$ cat config.mk
export PLATFORM = sky130hd
export DESIGN_NAME = ah_packet_converter_n2w_20_32
export DESIGN_NICKNAME = d
export VERILOG_FILES = /design/src/rtl/ah_packet_converter_n2w_20_32.sv
export SDC_FILE = /design/constraint.sdc
export NUM_CORES = 1
export LEC_CHECK = 0
export CORE_ASPECT_RATIO = 0.6
export CORE_MARGIN = 2
export CORE_UTILIZATION = 53
export DETAILED_ROUTE_END_ITERATION = 6
export GPL_ROUTABILITY_DRIVEN = 0
export GPL_TIMING_DRIVEN = 0
export PLACE_DENSITY = 0.8
export SLEW_MARGIN = 20
export SYNTH_ARGS = -nofsm -noshare
export SYNTH_HDL_FRONTEND = slang
export SYNTH_SLANG_ARGS = --single-unit
$ cat constraint.sdc
create_clock -name clk -period 3.1 [get_ports clk]
set_input_delay 0.465 -clock clk [delete_from_list [all_inputs] [get_ports clk]]
set_output_delay 0.465 -clock clk [all_outputs]
set_load 0.05 [all_outputs]
$ cat src/rtl/ah_packet_converter_n2w_20_32.sv
// Narrow-to-wide packet converter: packs 20-bit input words into 32-bit output words,
// zero-padding the final word of each packet and flagging it with wlast.
module ah_packet_converter_n2w_20_32 (
  input  logic        clk,
  input  logic        rstn,
  input  logic [19:0] rdata,
  input  logic        rvalid,
  input  logic        rlast,
  output logic        rready,
  output logic [31:0] wdata,
  output logic        wvalid,
  output logic        wlast,
  input  logic        wready
);

  typedef enum logic {
    ACCUM = 1'b0,
    FLUSH = 1'b1
  } state_t;

  state_t      state, state_next;
  logic [51:0] acc, acc_next;
  logic [5:0]  cnt, cnt_next;
  logic        r_xfer, w_xfer;

  // NOTE: sequential state uses non-blocking assignments so every register samples
  // the pre-edge value of its inputs, independent of statement order.
  always_ff @(posedge clk or negedge rstn) begin
    if (!rstn) begin
      state <= ACCUM;
      acc   <= '0;
      cnt   <= '0;
    end else begin
      state <= state_next;
      acc   <= acc_next;
      cnt   <= cnt_next;
    end
  end

  // NOTE: every signal driven here gets a default first, so no path can leave one
  // unassigned and infer a latch.
  always_comb begin
    rready     = (state == ACCUM) && (cnt < 6'd32);
    wvalid     = (cnt >= 6'd32) || ((state == FLUSH) && (cnt != 6'd0));
    wlast      = wvalid && (state == FLUSH) && (cnt <= 6'd32);
    r_xfer     = rvalid && rready;
    w_xfer     = wvalid && wready;
    state_next = state;
    acc_next   = acc;
    cnt_next   = cnt;

    // Bits at and above the fill level are forced to zero on the output word.
    if (cnt >= 6'd32) wdata = acc[31:0];
    else              wdata = acc[31:0] & ~({32{1'b1}} << cnt[4:0]);

    // rready and wvalid can never both fire, so the two update paths are exclusive.
    if (r_xfer) begin
      acc_next = (acc & ~(52'hFFFFF << cnt)) | (52'(rdata) << cnt);
      cnt_next = cnt + 6'd20;
      if (rlast) state_next = FLUSH;
    end else if (w_xfer) begin
      if (wlast) begin
        acc_next   = '0;
        cnt_next   = '0;
        state_next = ACCUM;
      end else begin
        acc_next = acc >> 32;
        cnt_next = cnt - 6'd32;
      end
    end
  end

endmodule

==> impl_metrics.json <==
{
  "cts.sinks": 57,
  "synth_top_family_by_area": "compound AO/OA/AOI/OAI gates",
  "grt_use_total_pct": 31.9,
  "r2r_start": "cnt[2]",
  "setup_viol": 0,
  "fin_total_pwr_mw": 4.84,
  "syn_inst": 347,
  "place_ws_ns": -0.176,
  "n_fill_cell": 497,
  "clock_latency_ns": 0.35,
  "r2r_end": "acc[33]",
  "power_density_nw_per_um2": 1120,
  "synth_area_leaders": "dfrtp_1, nor2b_1, a221o_1, mux2i_1, nand2_1",
  "ir_worst_vdd_mv": 0.545,
  "place_area_um2": 4050,
  "start_util_pct": 54.9,
  "drt_iter0_drc": 366,
  "reg2reg_depth": 8,
  "critPathRequiredTime_ns": 2.63,
  "slew_headroom_pct": 51.2,
  "path_max_fanout": 8,
  "wl_per_cell_um": 20.6,
  "max_freq_mhz": 335,
  "synthesis.nets": 379,
  "syn_area_um2": 3360,
  "hold_path_class": "input pin to asynchronous set/reset pin",
  "r2r_setup_slack_ns": 0.30,
  "drc": 0,
  "synth_top_cell_by_area": "dfrtp_1",
  "grt_pass1_vias": 3098,
  "worstPathArrival_ns": 2.52,
  "setup.worst_path.end_class": "output port",
  "grt_setup_unrepaired": "no",
  "dp_hpwl_mm": 7.62,
  "final_util_pct": 70.4,
  "synth-simple-area-share_pct": 18.3,
  "vias": 3202,
  "cts_tree": "yes",
  "drv_cap": 0,
  "dr.pass1.iters": 5,
  "routed_wl_mm": 10.4,
  "grt_first_pass_wirelength_mm": 16.7,
  "yosysTopAreaCellShare_pct": 42.5,
  "core-area_um2": 6110,
  "drive_above_1_share_pct": 14.7,
  "p_leak_nw": 2.03,
  "worst_slew_pin_slew_ns": 0.732,
  "synth.avg_cell_area_um2": 9.67,
  "synth-xor-area-share_pct": 0,
  "synth_fa_ha_area_share_pct": 2.61,
  "numPortBuffers": 59,
  "die_area_um2": 7010,
  "antennaDiodeCount": 0,
  "ys_warn_count": 0,
  "clk_pin_slew_ns": 0.07,
  "core.rowCount": 22,
  "cp-startpoint": "cnt[3]",
  "synth_compound_area_share_pct": 24.3,
  "antenna_found_initial": 0,
  "crit_path_start_kind": "register",
  "fin_skew_ns": 0.00648,
  "design_area_um2": 4300,
  "synthMuxAreaShare_pct": 7.31,
  "synth_cell_types": 46,
  "postRouteAntennaNets": 0,
  "grt_max_degree": 58,
  "worstSetupPathType": "register to output port",
  "cts_root_buffer": "clkbuf_8",
  "ys_seq_area_share_pct": 42.5,
  "nNetsFinal": 448,
  "area_delta_synth_final_pct": 28.2,
  "final.min_clock_period_ns": 2.99,
  "die_y_um": 65.6,
  "fin_ws_ns": 0.113,
  "die_w_um": 107,
  "slew_violations": 0,
  "vias_per_cell": 6.34,
  "io_pins": 60,
  "cts_buffers": 9,
  "cts_buffer_depth": 2,
  "cts.htree.levels": 3,
  "hold_viol": 0,
  "timing.final.crit_share_pct": 96.3,
  "gr-total-overflow": 0,
  "status": "finished clean",
  "ys_ff_latch": 57
}
worst max-delay path, cell delays in order (launching register included):
cell	delay, ns
dfrtp_2	0.48
ha_1	0.31
nor3_1	0.54
nor2b_1	0.11
clkdlybuf4s50_1	0.72
Yosys cell counts (all sizes together):
cell type  number
a32o            2
nand3b          1
a21o            9
nor2           20
mux2            9
a21oi          14
o21a            3
and2           12
clkbuf          4
o41a            1
o21ai          16
a22o            3
mux2i          14
o31ai           1
o22ai           9
inv             7
or3b            1
and3b           2
a32oi           7
nand2b          3
a221o          14
and3            1
buf            19
dfrtp          57
a2bb2oi         3
nor2b          29
and4b           1
nor3            4
a21boi          3
o211ai          8
a22oi           3
nand3          10
clkinv          1
nand2          32
o2bb2ai        10
nor3b           1
ha              7
a31oi           5
or4b            1
power by group:
group,internal (mW),switching (mW)
clock network,0.493,0.310
logic,0.994,1.88
registers,0.993,0.163
total,2.48,2.36
final cells by class:
type,count,area (um2),share of cell area (%)
Multi-Input combinational cell,259,1780,41.4
Sequential cell,57,1430,33.2
Timing Repair Buffer,59,594,13.8
Clock buffer,11,151,3.52
Buffer,22,134,3.11
Tap cell,84,105,2.44
Clock inverter,5,77.6,1.80
Inverter,8,33.8,0.785
sequential cells by signal, indices dropped and copies added (netlist names):
name	cells
state	1
acc	52
cnt	4
repair_timing:
action | CTS | global route
setup buffers | 0 | 0
setup endpoints to repair | 15 | 24
resized for setup | 40 | 16
hold buffers | 0 | 0
pin swaps | 0 | 0
metrics by stage:
step / hold slack (ns) / cells / TNS (ns)
final: 0.170 / 505 / 0
after global routing: 0.237 / 505 / 0
after CTS: 0.195 / 506 / -0.0959
after detailed placement: 0.458 / 490 / -0.575
after global placement: 0.452 / 490 / -12.39
after floorplan: 0.169 / 347 / 0
cell usage in the layout (no fill, tap or decap), types with 8 or more instances in the layout:
cell / instances
nor2_1: 18
dfrtp_1: 56
nand3_1: 10
o22ai_1: 9
o211ai_1: 8
o21ai_0: 14
a221o_1: 14
clkbuf_8: 11
mux2_2: 9
mux2i_1: 13
a21o_1: 9
buf_2: 13
a21oi_1: 14
nor2b_1: 29
clkdlybuf4s50_1: 40
nand2_1: 32
o2bb2ai_1: 10
and2_1: 12
layer usage:
layer  vias up  global-route usage, %  part of all wire (%)  routed length, um
met5         -                      0                     0                  0
met4         0                   9.90                   1.8                189
met3        29                   10.1                    13               1330
met2       230                   44.6                    41               4230
met1      1515                   46.8                    45               4650
li1       1428                      -                     -                  -
worst max path at each step:
stage,end,slack (ns),cells after the start
2_1_floorplan,acc[19],0.10,9
3_3_place_gp,acc[9],-0.21,1
3_5_place_dp,wlast,-0.18,9
4_1_cts,wlast,-0.1,9
5_1_grt,wdata[6],0.002,5
6_report,wdata[8],0.11,4
cells by family (layout without fill, tap and decap cells):
group           Yosys count  after routing
buf+inv                  31            105
flops                    57             57
simple gates            118            118
mux                      23             23
fa+ha+maj                 7              7
compound gates          111            111
(Power assumes the default switching activity.)
